--- src/rtl/frame_reader_if.sv ---
`default_nettype none
// ============================================================================
// Module      : frame_reader_if
// Description : Job, source-FIFO and downstream pixel-stream signals of the
//               frame reader, bundled with driver (master) and reader (slave)
//               views.
// Revision    : 1.0 - initial release
// ============================================================================
interface frame_reader_if #(
    parameter int DWIDTH = 24
);
    // job request and geometry
    logic              start;
    logic [10:0]       width;
    logic [10:0]       height;
    logic [10:0]       num_frame;
    // source FIFO (normal, non-show-ahead)
    logic              fifo_empty;
    logic [DWIDTH-1:0] fifo_q;
    logic              fifo_rdreq;
    // downstream stream
    logic [DWIDTH-1:0] out_data;
    logic              out_valid;
    logic              out_ready;
    logic              out_sof;
    logic              out_eol;
    logic              out_eof;
    logic [10:0]       x_cnt;
    logic [10:0]       y_cnt;
    logic [10:0]       frame_cnt;
    // status
    logic              busy;
    logic              done;
    logic              err_cfg;

    modport master (
        output start, width, height, num_frame, fifo_empty, fifo_q, out_ready,
        input  fifo_rdreq, out_data, out_valid, out_sof, out_eol, out_eof,
               x_cnt, y_cnt, frame_cnt, busy, done, err_cfg
    );

    modport slave (
        input  start, width, height, num_frame, fifo_empty, fifo_q, out_ready,
        output fifo_rdreq, out_data, out_valid, out_sof, out_eol, out_eof,
               x_cnt, y_cnt, frame_cnt, busy, done, err_cfg
    );
endinterface
`default_nettype wire

--- src/rtl/frame_reader.sv ---
`default_nettype none
// ============================================================================
// Module      : frame_reader
// Description : Reads width*height*num_frame pixels from a non-show-ahead
//               FIFO and streams them downstream through a 2-entry skid
//               buffer, tagging each pixel with position and frame markers.
// Revision    : 1.0 - initial release
// ============================================================================
module frame_reader #(
    parameter int DWIDTH = 24
) (
    input  logic          clock,
    input  logic          reset,
    frame_reader_if.slave bus
);

    typedef enum logic [1:0] {
        S_IDLE  = 2'd0,
        S_RUN   = 2'd1,
        S_DRAIN = 2'd2
    } state_t;

    state_t            r_state;
    logic [10:0]       r_width;
    logic [10:0]       r_height;
    logic [10:0]       r_nframe;
    logic [32:0]       r_rd_rem;
    logic              r_err;
    logic [1:0]        r_occ;
    logic              r_infl;
    logic [DWIDTH-1:0] r_buf0;      // oldest entry, drives out_data
    logic [DWIDTH-1:0] r_buf1;      // skid entry
    logic [10:0]       r_x;
    logic [10:0]       r_y;
    logic [10:0]       r_f;

    logic              w_valid;
    logic              w_pop;
    logic [2:0]        w_level;
    logic              w_rdreq;
    logic              w_eol;
    logic              w_eof;
    logic              w_last_frame;
    logic              w_done;
    logic              w_geom_ok;
    logic              w_accept;
    logic [32:0]       w_total;

    assign w_valid      = (r_occ != 2'd0);
    assign w_pop        = w_valid && bus.out_ready;
    // Entries the buffer will hold once this cycle's pop and pending capture settle.
    assign w_level      = {1'b0, r_occ} + {2'b00, r_infl} - {2'b00, w_pop};
    assign w_rdreq      = (r_state == S_RUN) && !bus.fifo_empty &&
                          (r_rd_rem != 33'd0) && (w_level < 3'd2);
    assign w_eol        = (r_x == r_width - 11'd1);
    assign w_eof        = w_eol && (r_y == r_height - 11'd1);
    assign w_last_frame = (r_f == r_nframe - 11'd1);
    assign w_done       = (r_state == S_DRAIN) && w_pop && w_eof && w_last_frame;
    assign w_geom_ok    = (bus.width != 11'd0) && (bus.height != 11'd0) &&
                          (bus.num_frame != 11'd0);
    assign w_accept     = (r_state == S_IDLE) && bus.start && w_geom_ok;
    assign w_total      = {22'd0, bus.width} * {22'd0, bus.height} * {22'd0, bus.num_frame};

    // Job control: accept or reject start, count outstanding reads, sequence the job.
    always_ff @(posedge clock or posedge reset) begin
        if (reset) begin
            r_state  <= S_IDLE;
            r_width  <= 11'd0;
            r_height <= 11'd0;
            r_nframe <= 11'd0;
            r_rd_rem <= 33'd0;
            r_err    <= 1'b0;
        end else begin
            r_err <= 1'b0;
            case (r_state)
                S_IDLE: begin
                    if (bus.start) begin
                        if (w_geom_ok) begin
                            r_width  <= bus.width;
                            r_height <= bus.height;
                            r_nframe <= bus.num_frame;
                            r_rd_rem <= w_total;
                            r_state  <= S_RUN;
                        end else begin
                            r_err <= 1'b1;
                        end
                    end
                end
                S_RUN: begin
                    if (w_rdreq) begin
                        r_rd_rem <= r_rd_rem - 33'd1;
                        if (r_rd_rem == 33'd1) begin
                            r_state <= S_DRAIN;
                        end
                    end
                end
                S_DRAIN: begin
                    if (w_done) begin
                        r_state <= S_IDLE;
                    end
                end
                default: r_state <= S_IDLE;
            endcase
        end
    end

    // Two-entry output buffer: capture the FIFO word one cycle after each read, pop on transfer.
    always_ff @(posedge clock or posedge reset) begin
        if (reset) begin
            r_occ  <= 2'd0;
            r_infl <= 1'b0;
            r_buf0 <= '0;
            r_buf1 <= '0;
        end else begin
            r_infl <= w_rdreq;
            case ({r_infl, w_pop})
                2'b10: begin
                    if (r_occ == 2'd0) begin
                        r_buf0 <= bus.fifo_q;
                    end else begin
                        r_buf1 <= bus.fifo_q;
                    end
                    r_occ <= r_occ + 2'd1;
                end
                2'b01: begin
                    r_buf0 <= r_buf1;
                    r_occ  <= r_occ - 2'd1;
                end
                2'b11: begin
                    // occupancy unchanged; new word lands behind whatever remains
                    if (r_occ == 2'd1) begin
                        r_buf0 <= bus.fifo_q;
                    end else begin
                        r_buf0 <= r_buf1;
                        r_buf1 <= bus.fifo_q;
                    end
                end
                default: ;
            endcase
        end
    end

    // Position counters of the pixel at the head of the buffer; advance only on transfer.
    always_ff @(posedge clock or posedge reset) begin
        if (reset) begin
            r_x <= 11'd0;
            r_y <= 11'd0;
            r_f <= 11'd0;
        end else if (w_accept) begin
            r_x <= 11'd0;
            r_y <= 11'd0;
            r_f <= 11'd0;
        end else if (w_pop) begin
            if (w_eol) begin
                r_x <= 11'd0;
                if (w_eof) begin
                    r_y <= 11'd0;
                    r_f <= w_last_frame ? 11'd0 : r_f + 11'd1;
                end else begin
                    r_y <= r_y + 11'd1;
                end
            end else begin
                r_x <= r_x + 11'd1;
            end
        end
    end

    assign bus.fifo_rdreq = w_rdreq;
    assign bus.out_data   = r_buf0;
    assign bus.out_valid  = w_valid;
    assign bus.out_sof    = (r_x == 11'd0) && (r_y == 11'd0);
    assign bus.out_eol    = w_eol;
    assign bus.out_eof    = w_eof;
    assign bus.x_cnt      = r_x;
    assign bus.y_cnt      = r_y;
    assign bus.frame_cnt  = r_f;
    assign bus.busy       = (r_state != S_IDLE);
    assign bus.done       = w_done;
    assign bus.err_cfg    = r_err;

endmodule
`default_nettype wire

--- src/flat_wrapper.sv ---
// flat-port wrapper written by rule: the top's interface ports become plain ports
module frame_reader_flat 
#(
    parameter int DWIDTH = 24
)
  (clock, reset, bus_start, bus_width, bus_height, bus_num_frame, bus_fifo_empty, bus_fifo_q, bus_out_ready, bus_fifo_rdreq, bus_out_data, bus_out_valid, bus_out_sof, bus_out_eol, bus_out_eof, bus_x_cnt, bus_y_cnt, bus_frame_cnt, bus_busy, bus_done, bus_err_cfg);
  frame_reader_if #(.DWIDTH(DWIDTH)) bus_i ();
  input  logic clock;
  input  logic reset;
  input wire logic [$bits(bus_i.start)-1:0] bus_start;
  input wire logic [$bits(bus_i.width)-1:0] bus_width;
  input wire logic [$bits(bus_i.height)-1:0] bus_height;
  input wire logic [$bits(bus_i.num_frame)-1:0] bus_num_frame;
  input wire logic [$bits(bus_i.fifo_empty)-1:0] bus_fifo_empty;
  input wire logic [$bits(bus_i.fifo_q)-1:0] bus_fifo_q;
  input wire logic [$bits(bus_i.out_ready)-1:0] bus_out_ready;
  output wire logic [$bits(bus_i.fifo_rdreq)-1:0] bus_fifo_rdreq;
  output wire logic [$bits(bus_i.out_data)-1:0] bus_out_data;
  output wire logic [$bits(bus_i.out_valid)-1:0] bus_out_valid;
  output wire logic [$bits(bus_i.out_sof)-1:0] bus_out_sof;
  output wire logic [$bits(bus_i.out_eol)-1:0] bus_out_eol;
  output wire logic [$bits(bus_i.out_eof)-1:0] bus_out_eof;
  output wire logic [$bits(bus_i.x_cnt)-1:0] bus_x_cnt;
  output wire logic [$bits(bus_i.y_cnt)-1:0] bus_y_cnt;
  output wire logic [$bits(bus_i.frame_cnt)-1:0] bus_frame_cnt;
  output wire logic [$bits(bus_i.busy)-1:0] bus_busy;
  output wire logic [$bits(bus_i.done)-1:0] bus_done;
  output wire logic [$bits(bus_i.err_cfg)-1:0] bus_err_cfg;
  assign bus_i.start = bus_start;
  assign bus_i.width = bus_width;
  assign bus_i.height = bus_height;
  assign bus_i.num_frame = bus_num_frame;
  assign bus_i.fifo_empty = bus_fifo_empty;
  assign bus_i.fifo_q = bus_fifo_q;
  assign bus_i.out_ready = bus_out_ready;
  assign bus_fifo_rdreq = bus_i.fifo_rdreq;
  assign bus_out_data = bus_i.out_data;
  assign bus_out_valid = bus_i.out_valid;
  assign bus_out_sof = bus_i.out_sof;
  assign bus_out_eol = bus_i.out_eol;
  assign bus_out_eof = bus_i.out_eof;
  assign bus_x_cnt = bus_i.x_cnt;
  assign bus_y_cnt = bus_i.y_cnt;
  assign bus_frame_cnt = bus_i.frame_cnt;
  assign bus_busy = bus_i.busy;
  assign bus_done = bus_i.done;
  assign bus_err_cfg = bus_i.err_cfg;
  frame_reader #(.DWIDTH(DWIDTH)) u_core (.clock(clock), .reset(reset), .bus(bus_i));
endmodule
--- config.mk ---
export PLATFORM = sky130hd
export DESIGN_NAME = frame_reader_flat
export DESIGN_NICKNAME = d
export VERILOG_FILES = /design/src/rtl/frame_reader_if.sv /design/src/rtl/frame_reader.sv /design/src/flat_wrapper.sv
export SDC_FILE = /design/constraint.sdc
export NUM_CORES = 1
export LEC_CHECK = 0
export BUFFER_PORTS_ARGS = -buffer_cell sky130_fd_sc_hd__buf_4
export CAP_MARGIN = 20
export CORE_ASPECT_RATIO = 0.8
export CORE_MARGIN = 2
export CORE_UTILIZATION = 58
export DETAILED_ROUTE_END_ITERATION = 7
export MAX_ROUTING_LAYER = met4
export PLACE_DENSITY = 0.78
export SLEW_MARGIN = 20
export SYNTH_ARGS = -nofsm -noshare
export SYNTH_HDL_FRONTEND = slang
export SYNTH_SLANG_ARGS = --single-unit
--- constraint.sdc ---
create_clock -name clock -period 5.5 [get_ports clock]
set_clock_uncertainty 0.15 [all_clocks]
set_input_delay 1.1 -clock clock [delete_from_list [all_inputs] [get_ports clock]]
set_output_delay 1.1 -clock clock [all_outputs]
set_load 0.1 [all_outputs]
After elaboration in Yosys (flattened, before gate mapping) --
Index checks and enable logic that the tools add are counted.
Operators by class: add/subtract/negate cells 11, $mul 2, magnitude comparators 1, eq/ne operators 18, muxes and demuxes 32, reductions and logical operators 38
Operators with widths (number):
- two-way mux 11 bit | 12
- two-way mux 33 bit | 3
- two-way mux 24 bit | 4
- one-hot mux 24 bit (3 select lines) | 1
- one-hot mux 33 bit (2 select lines) | 1
- one-hot mux 24 bit (2 select lines) | 1
- adder 11 x 1 -> 11 bit (second input constant) | 3
- equality test 11 bit | 3
- equality test 33 x 1 -> 1 bit (second input constant) | 1
- multiplier 22 x 11 -> 33 bit | 1
- nonzero test 11 bit | 3
- nonzero test 33 bit | 1
- subtractor 11 x 1 -> 11 bit (second input constant) | 3
- subtractor 33 x 1 -> 33 bit (second input constant) | 1
- logical NOT 11 bit | 2
- multiplier 11 x 11 -> 22 bit | 1
- nonzero test 2 bit | 8
- logical AND 1 bit | 13
- two-way mux 2 bit | 5
- != test 2 bit (second input constant) | 5
- AND reduction 3 bit | 3
- equality test 2 x 1 -> 1 bit (second input constant) | 3
- equality test 2 bit (second input constant) | 3
- != test 2 x 1 -> 1 bit (second input constant) | 3
- other kinds (14) | 18
Storage, ports and cells: register bits 153, bits of input ports 62, output and inout bits 65, logic and storage cells 115

Depth between registers and ports, before layout --
Gate-level depths: netlist of the first run.
depth after elaboration 7, gate-level depth with buffers 40, mapped depth without buffers 38

Least setup slack after synthesis of the first run --
OpenSTA, ideal clock, no wires.
path type input to register, start in bus_height[2], end reg u_core.r_rd_rem[31], setup time 0.122 ns, data arrival time 10.459 ns, required time 5.228 ns, setup slack -5.231 ns, cell stages on the path 36, path buffers 2, cell sequence clkbuf_1 nand2_1 fa_1 fa_1 fa_1 inv_1 fa_1 inv_1 fa_1 inv_1 ha_1 a21o_1 a21o_1 a21o_1 a211oi_1 nand2b_1 a21oi_1 xnor2_1 clkbuf_1 nand2_1 fa_1 fa_1 fa_1 inv_1 fa_1 inv_1 fa_1 inv_1 ha_1 and4_1 a41oi_1 a41oi_1 a311o_1 a41oi_1 mux2i_1 nand2_1
Between the ends: longest elaborated chain between the ends 5, elaborated cells between the ends (all ways) 10, classes of those cells 2 x mul; 1 x eq/ne; 3 x mux; 4 x reduce/logical
Ends and longest elaborated chain:
- start, declared | line flat_wrapper.sv:12 | input wire logic [$bits(bus_i.height)-1:0] bus_height;
- multiplier 11 x 11 -> 22 bit or nonzero test 11 bit (tied branches) | line frame_reader.sv:62, frame_reader.sv:59
- multiplier 22 x 11 -> 33 bit or logical AND 1 bit (tied branches) | line frame_reader.sv:62, frame_reader.sv:59
- two-way mux 33 bit or logical AND 1 bit (tied branches) | line frame_reader.sv:78, frame_reader.sv:59
- two-way mux 33 bit or != test 2 x 1 -> 1 bit (tied branches)
- one-hot mux 33 bit (2 select lines) or AND reduction 4 bit (tied branches)
- end signal, assigned | line frame_reader.sv:82 | r_rd_rem <= w_total;
- end signal, assigned | line frame_reader.sv:91 | r_rd_rem <= r_rd_rem - 33'd1;
- end, declared | line frame_reader.sv:27 | logic [32:0] r_rd_rem;
Several ways; a longest one is shown, not always the timed one. The select of a mux whose other input is x is not followed. A chain may end at the register's enable or synchronous reset.

Worst setup path after layout of the first run --
start in bus_height[4], end reg u_core.r_rd_rem[30]
The elaborated chain is that of the path after synthesis.

==> metrics.txt, run 1 <==
# TYPE chip_impl_metric gauge
chip_impl_metric{name="die_w",unit="µm"} 214
chip_impl_metric{name="pin_count",unit=""} 127
chip_impl_info{name="worst_hold_startpoint",value="u_core.bus.out_data[19]"} 1
chip_impl_metric{name="ys_seq_area_share",unit="%"} 18.8
chip_impl_metric{name="routedWlPerCell",unit="µm"} 18.1
chip_impl_metric{name="detailed_place_hpwl",unit="µm"} 41500
chip_impl_metric{name="post_cts_hold_buffer_count",unit=""} 0
chip_impl_metric{name="via_count_of_the_first_global_routing_pass",unit=""} 19400
chip_impl_info{name="dominantRegCellSynth",value="sky130_fd_sc_hd__dfrtp_1"} 1
chip_impl_metric{name="post-route-util",unit="%"} 74.8
chip_impl_metric{name="timing.hold.worst_path_depth",unit=""} 2
chip_impl_metric{name="synth_edf_count",unit=""} 0
chip_impl_info{name="timing.hold.worst.class",value="flip-flop to flip-flop"} 1
chip_impl_metric{name="post_synth.cell_area_avg",unit="µm²"} 8.62
chip_impl_metric{name="clockBufferDepth",unit=""} 2
chip_impl_metric{name="cp_data_required_time",unit="ns"} 5.72
chip_impl_metric{name="final_layout_size_suffix_gt1_share",unit="%"} 26.5
chip_impl_info{name="startpoint",value="bus_height[4]"} 1
chip_impl_metric{name="grt_util_all_layers",unit="%"} 32.5
chip_impl_info{name="critPathSlowestCell",value="sky130_fd_sc_hd__fa_1"} 1
chip_impl_metric{name="worst_skew_pair.late_latency",unit="ns"} 0.44
chip_impl_metric{name="proportion_of_netlist_area_held_by_the_largest_area_contributor",unit="%"} 25.5
chip_impl_info{name="whs_endpoint",value="u_core.bus.out_data[19]"} 1
chip_impl_metric{name="fill_cells",unit=""} 2276
chip_impl_metric{name="reg2reg_setup_slack",unit="ns"} 1.14
chip_impl_info{name="worst_r2r_startpoint",value="u_core.r_height[0]"} 1
chip_impl_metric{name="cts.reportedPaths.clkPinSlew",unit="ns"} 0.07
chip_impl_metric{name="critical-path-max-stage-delay",unit="ns"} 0.55
chip_impl_metric{name="gr-total-overflow",unit=""} 0
chip_impl_metric{name="number_of_antenna_violations_at_the_first_check_in_global_routing",unit=""} 1
chip_impl_info{name="failed_checks",value="setup timing"} 1
chip_impl_metric{name="async_flop_share",unit="%"} 100
chip_impl_info{name="cts_tree",value="yes"} 1
chip_impl_metric{name="row_count",unit=""} 61
chip_impl_metric{name="post-route-period-util",unit="%"} 179
chip_impl_metric{name="fmax",unit="MHz"} 102
chip_impl_metric{name="routed_wirelength",unit="µm"} 57500
chip_impl_info{name="timing.setup.critical_path_class",value="input pin to flip-flop"} 1
chip_impl_metric{name="drt_first_iter_violations",unit=""} 1876
chip_impl_metric{name="buffer_ports.inserted",unit=""} 126
chip_impl_metric{name="worst_slew_pin_slew",unit="ns"} 0.973
chip_impl_info{name="result_of_the_run",value="complete, but fails checks"} 1
chip_impl_metric{name="number_of_flip_flops_and_latches_in_the_synthesized_netlist",unit=""} 153
chip_impl_metric{name="synthesis.instances",unit=""} 2369
chip_impl_info{name="timing.critical_path.mode_cell",value="sky130_fd_sc_hd__fa_1"} 1
chip_impl_metric{name="viasPerCell",unit=""} 5.86
chip_impl_metric{name="cts.sinks",unit=""} 153
chip_impl_metric{name="core_area",unit="µm²"} 34700
chip_impl_metric{name="slew_headroom",unit="%"} 34.6
chip_impl_info{name="root_buffer",value="sky130_fd_sc_hd__clkbuf_16"} 1
chip_impl_metric{name="syn_to_final_growth",unit="%"} 27.3
chip_impl_metric{name="post_layout_nonfiller_instances",unit=""} 3178
chip_impl_metric{name="initial_core_util",unit="%"} 58.8
chip_impl_metric{name="peak_fanout_along_the_critical_path",unit=""} 7
chip_impl_metric{name="postSynthNetCount",unit=""} 2838
chip_impl_info{name="synth.area.top_cells",value="sky130_fd_sc_hd__fa_1, sky130_fd_sc_hd__dfrtp_1, sky130_fd_sc_hd__ha_1"} 1
chip_impl_metric{name="final-setup-viol-count",unit=""} 28
chip_impl_metric{name="yosysWarnings",unit=""} 0
chip_impl_metric{name="placed_cells",unit=""} 3088
chip_impl_metric{name="synth_area",unit="µm²"} 20400
chip_impl_metric{name="die_y",unit="µm"} 172
chip_impl_metric{name="numCtsBuffers",unit=""} 17
chip_impl_info{name="post_synth_top_area_cell",value="sky130_fd_sc_hd__fa_1"} 1
chip_impl_metric{name="first_pass_grt_wire_length",unit="µm"} 93400
chip_impl_info{name="grt_setup_unrepaired",value="yes"} 1
chip_impl_metric{name="total_negative_slack_for_setup_checks",unit="ns"} -98.41
chip_impl_info{name="worst_r2r_endpoint",value="u_core.bus.frame_cnt[1]"} 1
chip_impl_metric{name="drt_pre_antenna_iters",unit=""} 6
chip_impl_metric{name="crit_arrival",unit="ns"} 10.05
chip_impl_metric{name="finalWeightedCongestion",unit=""} 0.914
chip_impl_metric{name="maxSlewViolCount",unit=""} 0
chip_impl_metric{name="drcViolationCount",unit=""} 0
chip_impl_metric{name="final_net_count",unit=""} 3161
chip_impl_metric{name="ant_nets",unit=""} 0
chip_impl_metric{name="ff2ff_path_depth",unit=""} 10
chip_impl_metric{name="yosys.cell_types.count",unit=""} 82
chip_impl_metric{name="period_needed",unit="ns"} 9.83
chip_impl_info{name="crit_path_start_kind",value="input pin"} 1
chip_impl_metric{name="via_count",unit=""} 18600
chip_impl_metric{name="cts-htree-levels",unit=""} 4
chip_impl_metric{name="final_critical_path_setup_slack",unit="ns"} -4.33
chip_impl_info{name="nature_of_the_critical_path_endpoint",value="flip-flop"} 1
chip_impl_metric{name="max_cap_viol_count",unit=""} 0
chip_impl_metric{name="grt_max_degree",unit=""} 117
chip_impl_metric{name="die_area",unit="µm²"} 36700
chip_impl_metric{name="hold_violations",unit=""} 0
-- cells in the final DEF, fill, tap and decap left out, types with 18 or more instances in the layout --
master                      n
sky130_fd_sc_hd__buf_6     59
sky130_fd_sc_hd__o21ai_0   86
sky130_fd_sc_hd__ha_1     114
sky130_fd_sc_hd__o21ai_1   21
sky130_fd_sc_hd__nor4_1    32
sky130_fd_sc_hd__nand2_1  322
sky130_fd_sc_hd__nor2b_1   19
sky130_fd_sc_hd__a21o_1    18
sky130_fd_sc_hd__ha_4      29
sky130_fd_sc_hd__buf_4    367
sky130_fd_sc_hd__xnor2_1   35
sky130_fd_sc_hd__nor3_1    29
sky130_fd_sc_hd__a22oi_1   27
sky130_fd_sc_hd__xor2_1    23
sky130_fd_sc_hd__mux2_2    24
sky130_fd_sc_hd__inv_2     21
sky130_fd_sc_hd__and3_1    39
sky130_fd_sc_hd__nor2_1    75
sky130_fd_sc_hd__fa_1     249
sky130_fd_sc_hd__and2_1   162
sky130_fd_sc_hd__inv_1    295
sky130_fd_sc_hd__a21oi_1   83
sky130_fd_sc_hd__dfrtp_1  153
sky130_fd_sc_hd__nand3_1   35
-- state kept, by name, summed over array words and instances (netlist names) --
register and flops:
u_core.r_rd_rem 33, u_core.r_buf1 24, u_core.bus.x_cnt 11, u_core.bus.err_cfg 1, u_core.bus.y_cnt 11, u_core.r_height 11
u_core.r_state 2, u_core.r_nframe 11, u_core.r_width 11, u_core.r_occ 2, u_core.bus.frame_cnt 11, u_core.r_infl 1
u_core.bus.out_data 24
-- layer usage --
layer  vias up  track usage (%)  wire length (µm)
li1       8415                -                 -
met1      9269             40.7             23500
met2       773             54.2             28200
met3       160             5.33              4010
met4         0             9.93              1780
met5         -                -                 0
-- metrics by stage --
step                      hold WS, ns  area (µm²)  setup WS (ns)
after detailed placement        0.322       23800          -4.98
after CTS                       0.338       25300          -4.16
after global placement          0.313       23800          -4.69
final                           0.334       26000          -4.33
after global routing            0.360       26000          -4.62
after floorplan                 0.316       21100          -4.39
-- cells in the mapped netlist (7+ instances only) --
library cell and n:
sky130_fd_sc_hd__a21o_1 18, sky130_fd_sc_hd__a21oi_1 105, sky130_fd_sc_hd__a22oi_1 28, sky130_fd_sc_hd__a31oi_1 18
sky130_fd_sc_hd__and2_1 172, sky130_fd_sc_hd__and3_1 43, sky130_fd_sc_hd__clkbuf_1 117, sky130_fd_sc_hd__dfrtp_1 153
sky130_fd_sc_hd__fa_1 260, sky130_fd_sc_hd__ha_1 147, sky130_fd_sc_hd__inv_1 317, sky130_fd_sc_hd__mux2_2 25
sky130_fd_sc_hd__mux2i_1 7, sky130_fd_sc_hd__nand2_1 344, sky130_fd_sc_hd__nand2b_1 15, sky130_fd_sc_hd__nand3_1 40
sky130_fd_sc_hd__nand3b_1 11, sky130_fd_sc_hd__nand4_1 17, sky130_fd_sc_hd__nor2_1 83, sky130_fd_sc_hd__nor2b_1 22
sky130_fd_sc_hd__nor3_1 34, sky130_fd_sc_hd__nor4_1 32, sky130_fd_sc_hd__o211ai_1 11, sky130_fd_sc_hd__o21ai_0 118
sky130_fd_sc_hd__or2_2 8, sky130_fd_sc_hd__or3_1 15, sky130_fd_sc_hd__or4_1 11, sky130_fd_sc_hd__xnor2_1 52
sky130_fd_sc_hd__xor2_1 25
-- critical path: cells and delay by family --
family	cells	cell delay (ns)
muxes	1	0.29
adders and majority gates	12	5.52
xor gates and xnor gates	1	0.09
buffers and inverters	10	0.89
AOI/OAI and AO/OA	11	1.90
and+or+nand+nor	3	0.24
-- what timing repair did --
action / CTS / global route
setup endpoints to repair: 29 / 29
resized for setup: 141 / 116
setup buffers: 38 / 21
pin swaps: 102 / 98
-- worst max path at each step --
stage | endpoint | slack [ns] | cells after the start
4_1_cts | u_core.r_rd_rem[25] | -4.16 | 35
2_1_floorplan | u_core.r_rd_rem[25] | -4.39 | 35
6_report | u_core.r_rd_rem[30] | -4.33 | 38
3_3_place_gp | u_core.r_rd_rem[25] | -4.69 | 32
5_1_grt | u_core.r_rd_rem[31] | -4.62 | 36
3_5_place_dp | u_core.r_rd_rem[29] | -4.98 | 35
-- kinds of logic (layout without fill, tap and decap cells) --
kind of cell,Yosys count,in the layout,synth area share [%]
AOI/OAI and AO/OA,370,370,11.2
xor gates and xnor gates,77,77,3.30
adders and majority gates,407,407,34.5
buffers and inverters,445,781,8.29
DFF,153,153,18.7
muxes,32,32,1.72
other,0,1,0
and+or+nand+nor,885,885,22.2
-- area by class of cell --
type	count	area [µm²]	area share (%)
Antenna cell	1	2.50	0.00963
Clock buffer	17	425	1.64
Clock inverter	15	200	0.770
Inverter	317	1200	4.61
Multi-Input combinational cell	1771	16200	62.4
Sequential cell	153	3830	14.7
Tap cell	472	591	2.27
Timing Repair Buffer	432	3540	13.6
Power of run 1 is not shown: default switching activity piles up to over one toggle a cycle in this logic, so the estimate is an artifact.
==> inputs of run 2 (changes only) <==
--- a/config.mk
+++ b/config.mk
@@ -10,6 +10,7 @@
 export CORE_ASPECT_RATIO = 0.8
 export CORE_MARGIN = 2
 export CORE_UTILIZATION = 58
+export CTS_BUF_LIST = sky130_fd_sc_hd__clkbuf_8
 export DETAILED_ROUTE_END_ITERATION = 7
 export MAX_ROUTING_LAYER = met4
 export PLACE_DENSITY = 0.78
==> metrics.txt, run 2 (synthesized netlist as in run 1, its figures left out) <==
# TYPE chip_impl_metric gauge
chip_impl_info{name="result_of_the_run",value="complete, but fails checks"} 1
chip_impl_info{name="failed_checks",value="setup timing"} 1
chip_impl_metric{name="buffer_ports.inserted",unit=""} 126
chip_impl_info{name="nature_of_the_critical_path_endpoint",value="flip-flop"} 1
chip_impl_info{name="worst_setup_path_endpoint",value="u_core.r_rd_rem[30]"} 1
chip_impl_metric{name="die_area",unit="µm²"} 36700
chip_impl_info{name="cts_tree",value="yes"} 1
chip_impl_info{name="layout.cells.most_common",value="sky130_fd_sc_hd__buf_4"} 1
chip_impl_metric{name="final_critical_path_setup_slack",unit="ns"} -4.22
chip_impl_info{name="critPathSlowestCell",value="sky130_fd_sc_hd__fa_1"} 1
chip_impl_metric{name="number_of_antenna_violations_at_the_first_check_in_global_routing",unit=""} 0
chip_impl_metric{name="hold_violations",unit=""} 0
chip_impl_metric{name="post_cts_hold_buffer_count",unit=""} 0
chip_impl_info{name="largest-register",value="u_core.r_rd_rem"} 1
chip_impl_metric{name="critical-path-max-stage-delay",unit="ns"} 0.59
chip_impl_metric{name="detailed_place_hpwl",unit="µm"} 41500
chip_impl_metric{name="max_reg_flops",unit=""} 33
chip_impl_info{name="timing.setup.critical_path_class",value="input pin to flip-flop"} 1
chip_impl_metric{name="reg2reg_setup_slack",unit="ns"} 1.08
chip_impl_info{name="timing.hold.worst.class",value="flip-flop to flip-flop"} 1
chip_impl_metric{name="routed_wirelength",unit="µm"} 55700
chip_impl_metric{name="final_layout_size_suffix_gt1_share",unit="%"} 26.6
chip_impl_metric{name="worst_skew_pair.late_latency",unit="ns"} 0.49
chip_impl_metric{name="cts-htree-levels",unit=""} 4
chip_impl_info{name="grt_setup_unrepaired",value="yes"} 1
chip_impl_metric{name="first_pass_grt_wire_length",unit="µm"} 92700
chip_impl_metric{name="peak_fanout_along_the_critical_path",unit=""} 8
chip_impl_metric{name="drcViolationCount",unit=""} 0
chip_impl_metric{name="grt_max_degree",unit=""} 117
chip_impl_info{name="startpoint",value="bus_height[5]"} 1
chip_impl_metric{name="die_y",unit="µm"} 172
chip_impl_info{name="timing.critical_path.mode_cell",value="sky130_fd_sc_hd__fa_1"} 1
chip_impl_metric{name="placement.setup.worst_slack",unit="ns"} -4.98
chip_impl_metric{name="period_needed",unit="ns"} 9.72
chip_impl_metric{name="cts.sinks",unit=""} 153
chip_impl_metric{name="routedWlPerCell",unit="µm"} 17.6
chip_impl_metric{name="n_antenna_cell",unit=""} 0
chip_impl_metric{name="crit_arrival",unit="ns"} 9.99
chip_impl_metric{name="core_area",unit="µm²"} 34700
chip_impl_metric{name="slew_headroom",unit="%"} 32.9
chip_impl_metric{name="via_count_of_the_first_global_routing_pass",unit=""} 19400
chip_impl_metric{name="cts.reportedPaths.clkPinSlew",unit="ns"} 0.10
chip_impl_info{name="worst_r2r_endpoint",value="u_core.bus.frame_cnt[1]"} 1
chip_impl_metric{name="grt_util_all_layers",unit="%"} 32.1
chip_impl_metric{name="die_w",unit="µm"} 214
chip_impl_metric{name="final_net_count",unit=""} 3159
chip_impl_metric{name="post-route-period-util",unit="%"} 177
chip_impl_metric{name="row_count",unit=""} 61
chip_impl_metric{name="via_count",unit=""} 18500
chip_impl_metric{name="gr-total-overflow",unit=""} 0
chip_impl_metric{name="final-setup-viol-count",unit=""} 28
chip_impl_metric{name="ant_nets",unit=""} 0
chip_impl_metric{name="worst_slew_pin_slew",unit="ns"} 0.999
chip_impl_metric{name="drt_first_iter_violations",unit=""} 1798
chip_impl_metric{name="drt_pre_antenna_iters",unit=""} 6
chip_impl_metric{name="fmax",unit="MHz"} 103
chip_impl_metric{name="maxSlewViolCount",unit=""} 0
chip_impl_info{name="worst_r2r_startpoint",value="u_core.r_height[0]"} 1
chip_impl_metric{name="initial_core_util",unit="%"} 58.8
chip_impl_metric{name="ff2ff_path_depth",unit=""} 10
chip_impl_metric{name="pin_count",unit=""} 127
chip_impl_info{name="crit_path_start_kind",value="input pin"} 1
chip_impl_metric{name="clockBufferDepth",unit=""} 2
chip_impl_metric{name="viasPerCell",unit=""} 5.81
chip_impl_metric{name="finalWeightedCongestion",unit=""} 0.914
chip_impl_metric{name="max_cap_viol_count",unit=""} 0
chip_impl_metric{name="syn_to_final_growth",unit="%"} 25.9
chip_impl_metric{name="cp_data_required_time",unit="ns"} 5.77
chip_impl_info{name="root_buffer",value="sky130_fd_sc_hd__clkbuf_8"} 1
chip_impl_info{name="final_cell_mix",value="sky130_fd_sc_hd__buf_4, sky130_fd_sc_hd__nand2_1, sky130_fd_sc_hd__inv_1, sky130_fd_sc_hd__fa_1, sky130_fd_sc_hd__and2_1"} 1
chip_impl_metric{name="numCtsBuffers",unit=""} 17
==> run 2: how the worst min path moves through the flow <==
stage | from | endpoint | slack, ns | cells after the start
6_report | u_core.bus.out_data[19] | u_core.bus.out_data[19] | 0.34 | 2
5_1_grt | u_core.bus.out_data[2] | u_core.bus.out_data[2] | 0.37 | 2
4_1_cts | u_core.bus.out_data[19] | u_core.bus.out_data[19] | 0.34 | 2
3_5_place_dp | u_core.bus.out_data[19] | u_core.bus.out_data[19] | 0.32 | 2
3_3_place_gp | u_core.bus.out_data[19] | u_core.bus.out_data[19] | 0.31 | 2
2_1_floorplan | u_core.r_nframe[10] | u_core.r_nframe[10] | 0.32 | 2
==> run 2: worst max-delay path, delay by kind of cell <==
kind | cells | cell delay [ns]
adders and majority gates | 12 | 5.54
AOI/OAI and AO/OA | 8 | 1.06
and+or+nand+nor | 6 | 0.88
buffers and inverters | 8 | 0.82
xor gates and xnor gates | 1 | 0.30
muxes | 1 | 0.29
==> run 2: layout make-up <==
cell class | count | area [µm²]
flip-flops and latches | 153 | 3830
inverters | 317 | 1200
well taps | 472 | 591
fillers | 2345 | 9010
multi-input cells | 1771 | 16200
clock buffers | 17 | 234
clock inverters | 15 | 200
repair buffers | 430 | 3480
==> run 2: what timing repair did <==
action | in CTS | in global routing
buffers inserted | 46 | 9
endpoints found under the setup margin | 29 | 29
pin swaps | 127 | 55
gates resized for setup | 171 | 69
==> run 2: per-stage QoR <==
stage	hold slack (ns)	util (%)	cell area, µm²	setup TNS [ns]	std cells
after detailed placement	0.322	68.6	23800	-117.83	3088
after global routing	0.367	74.0	25700	-102.35	3175
after global placement	0.313	68.6	23800	-113.39	3088
final	0.339	74.0	25700	-95.74	3175
after CTS	0.343	72.9	25300	-93.57	3165
after floorplan	0.316	-	21100	-95.73	2369
==> run 2: layer usage <==
metal	vias up	global-route usage [%]	part of all wire [%]
li1	8399	-	-
met1	9194	41.1	42
met2	736	53.4	49
met3	124	4.77	6.9
met4	0	9.30	2.4
met5	-	-	0
Power of run 2 is left out for the same reason.
==> inputs of run 3 (changes only) <==
--- a/config.mk
+++ b/config.mk
@@ -8,12 +8,12 @@
 export BUFFER_PORTS_ARGS = -buffer_cell sky130_fd_sc_hd__buf_4
 export CAP_MARGIN = 20
 export CORE_ASPECT_RATIO = 0.8
-export CORE_MARGIN = 2
 export CORE_UTILIZATION = 58
 export CTS_BUF_LIST = sky130_fd_sc_hd__clkbuf_8
 export DETAILED_ROUTE_END_ITERATION = 7
 export MAX_ROUTING_LAYER = met4
-export PLACE_DENSITY = 0.78
+export PLACE_DENSITY_LB_ADDON = 0.05
+export REMOVE_ABC_BUFFERS = 1
 export SLEW_MARGIN = 20
 export SYNTH_ARGS = -nofsm -noshare
 export SYNTH_HDL_FRONTEND = slang
==> metrics.txt, run 3 (synthesized netlist as in run 1, its figures left out) <==
# TYPE chip_impl_metric gauge
chip_impl_info{name="result_of_the_run",value="complete, but fails checks"} 1
chip_impl_info{name="failed_checks",value="setup timing"} 1
chip_impl_metric{name="cts.sinks",unit=""} 153
chip_impl_metric{name="core_area",unit="µm²"} 34700
chip_impl_metric{name="initial_core_util",unit="%"} 58.8
chip_impl_metric{name="ant_nets",unit=""} 0
chip_impl_metric{name="gr-total-overflow",unit=""} 0
chip_impl_metric{name="pin_count",unit=""} 127
chip_impl_metric{name="finalWeightedCongestion",unit=""} 0.973
chip_impl_info{name="crit_path_start_kind",value="input pin"} 1
chip_impl_metric{name="global_route.usage.met2",unit="%"} 53.1
chip_impl_metric{name="routed_wirelength",unit="µm"} 57400
chip_impl_metric{name="buffer_ports.inserted",unit=""} 126
chip_impl_metric{name="drcViolationCount",unit=""} 0
chip_impl_metric{name="final-setup-viol-count",unit=""} 29
chip_impl_metric{name="row_count",unit=""} 61
chip_impl_metric{name="post_layout_nonfiller_instances",unit=""} 3185
chip_impl_metric{name="critical-path-max-stage-delay",unit="ns"} 0.57
chip_impl_metric{name="routedWlPerCell",unit="µm"} 18.0
chip_impl_metric{name="worst_slew_pin_slew",unit="ns"} 0.893
chip_impl_metric{name="grt_max_degree",unit=""} 92
chip_impl_metric{name="cts-htree-levels",unit=""} 4
chip_impl_info{name="cts_tree",value="yes"} 1
chip_impl_metric{name="use_met1",unit="%"} 46.0
chip_impl_metric{name="placed_cells",unit=""} 3098
chip_impl_metric{name="slew_headroom",unit="%"} 40.0
chip_impl_metric{name="crit_arrival",unit="ns"} 10.12
chip_impl_info{name="nature_of_the_critical_path_endpoint",value="flip-flop"} 1
chip_impl_metric{name="max_reg_flops",unit=""} 33
chip_impl_metric{name="drt_first_iter_violations",unit=""} 1501
chip_impl_metric{name="n_antenna_cell",unit=""} 0
chip_impl_metric{name="detailed_place_hpwl",unit="µm"} 43000
chip_impl_metric{name="viasPerCell",unit=""} 5.74
chip_impl_info{name="timing.setup.critical_path_class",value="input pin to flip-flop"} 1
chip_impl_metric{name="cp_data_required_time",unit="ns"} 5.75
chip_impl_info{name="top_usage_layer",value="met2"} 1
chip_impl_metric{name="grt_util_all_layers",unit="%"} 33.3
chip_impl_metric{name="die_y",unit="µm"} 170
chip_impl_metric{name="die_area",unit="µm²"} 36000
chip_impl_metric{name="hold_ws",unit="ns"} 0.340
chip_impl_metric{name="cts.reportedPaths.clkPinSlew",unit="ns"} 0.09
chip_impl_info{name="timing.hold.worst.class",value="flip-flop to flip-flop"} 1
chip_impl_metric{name="final_net_count",unit=""} 3169
chip_impl_metric{name="clockBufferDepth",unit=""} 2
chip_impl_metric{name="period_needed",unit="ns"} 9.88
chip_impl_metric{name="groute.layer.met3.usage",unit="%"} 4.12
chip_impl_metric{name="die_w",unit="µm"} 212
chip_impl_metric{name="via_count_of_the_first_global_routing_pass",unit=""} 18200
chip_impl_metric{name="hold_violations",unit=""} 0
chip_impl_metric{name="first_pass_grt_wire_length",unit="µm"} 92300
chip_impl_info{name="critPathSlowestCell",value="sky130_fd_sc_hd__fa_1"} 1
chip_impl_metric{name="final_critical_path_setup_slack",unit="ns"} -4.38
chip_impl_metric{name="via_count",unit=""} 18300
chip_impl_info{name="grt_setup_unrepaired",value="yes"} 1
chip_impl_metric{name="syn_to_final_growth",unit="%"} 26.8
chip_impl_metric{name="final_layout_size_suffix_gt1_share",unit="%"} 27.5
chip_impl_info{name="layout.cells.most_common",value="sky130_fd_sc_hd__buf_4"} 1
chip_impl_metric{name="post-route-period-util",unit="%"} 180
chip_impl_metric{name="max_cap_viol_count",unit=""} 0
chip_impl_metric{name="drt_pre_antenna_iters",unit=""} 5
chip_impl_metric{name="peak_fanout_along_the_critical_path",unit=""} 5
chip_impl_metric{name="numCtsBuffers",unit=""} 17
chip_impl_info{name="root_buffer",value="sky130_fd_sc_hd__clkbuf_8"} 1
chip_impl_info{name="final_cell_mix",value="sky130_fd_sc_hd__buf_4, sky130_fd_sc_hd__nand2_1, sky130_fd_sc_hd__inv_1, sky130_fd_sc_hd__fa_1, sky130_fd_sc_hd__and2_1"} 1
chip_impl_metric{name="number_of_antenna_violations_at_the_first_check_in_global_routing",unit=""} 0
chip_impl_metric{name="total_negative_slack_for_setup_checks",unit="ns"} -101.75
chip_impl_info{name="largest-register",value="u_core.r_rd_rem"} 1
chip_impl_metric{name="fmax",unit="MHz"} 101
chip_impl_metric{name="maxSlewViolCount",unit=""} 0
chip_impl_info{name="timing.critical_path.mode_cell",value="sky130_fd_sc_hd__fa_1"} 1
chip_impl_metric{name="worst_skew_pair.late_latency",unit="ns"} 0.47
chip_impl_metric{name="post-route-util",unit="%"} 74.6
## run 3: changes by cell type in the layout (fill, tap and decap cells not counted), moves of 4 or more
cell                      previous run  this run
sky130_fd_sc_hd__fa_2               11        17
sky130_fd_sc_hd__nand3_2             2         7
sky130_fd_sc_hd__fa_1              249       243
sky130_fd_sc_hd__xnor2_1            35        31
sky130_fd_sc_hd__o21ai_2             6        12
sky130_fd_sc_hd__o21ai_1            24        20
sky130_fd_sc_hd__buf_4             378       373
sky130_fd_sc_hd__buf_6              46        58
sky130_fd_sc_hd__xnor2_2            13        18
## run 3: timing repair
item                                    4_1_cts  5_1_grt
setup buffers                                34       22
hold buffers                                  0        0
pin swaps                                   177       74
gates resized for setup                     284       75
endpoints found under the setup margin       29       29
hold endpoints to repair                      0        0
gates cloned                                  1        0
## run 3: worst max-delay path, delay by kind of cell
kind / cells / cell delay [ns]
fa+ha+maj: 12 / 5.41
simple gates: 8 / 1.19
xor+xnor: 1 / 0.13
buf+inv: 10 / 0.94
compound gates: 7 / 1.33
## run 3: final cells by class
type                       instances  area [µm²]
multi-input combinational       1771       16300
fill                            2597        8840
sequential                       153        3830
timing repair buffer             440        3620
inverter                         317        1200
tap                              472         591
clock buffer                      18         248
clock inverter                    14         135
## run 3: final timing paths
kind,end,slack [ns],cells after the start,startpoint
worst max register to register,u_core.bus.frame_cnt[1],1.20,10,u_core.r_height[0]
worst max-delay path,u_core.r_rd_rem[29],-4.38,38,bus_width[3]
worst min-delay path,u_core.bus.out_data[4],0.34,2,u_core.bus.out_data[4]
worst min register to register,u_core.bus.out_data[4],0.34,2,u_core.bus.out_data[4]
min in group asynchronous,u_core.bus.y_cnt[4],0.64,2,reset
max in group asynchronous,u_core.r_rd_rem[32],3.59,3,reset
## run 3: per-stage QoR
step                      cell area (µm²)  setup WS, ns
after global routing                25900         -4.63
after CTS                           25400         -4.28
final                               25900         -4.38
after detailed placement            23500         -5.34
after global placement              23500         -5.22
after floorplan                     19900         -4.98
## run 3: routing by layer
metal / routed length, µm / up-vias
li1: - / 8415
met3: 3590 / 89
met5: 0 / -
met4: 1090 / 0
met1: 25400 / 9122
met2: 27300 / 645
Power of run 3 is left out for the same reason.
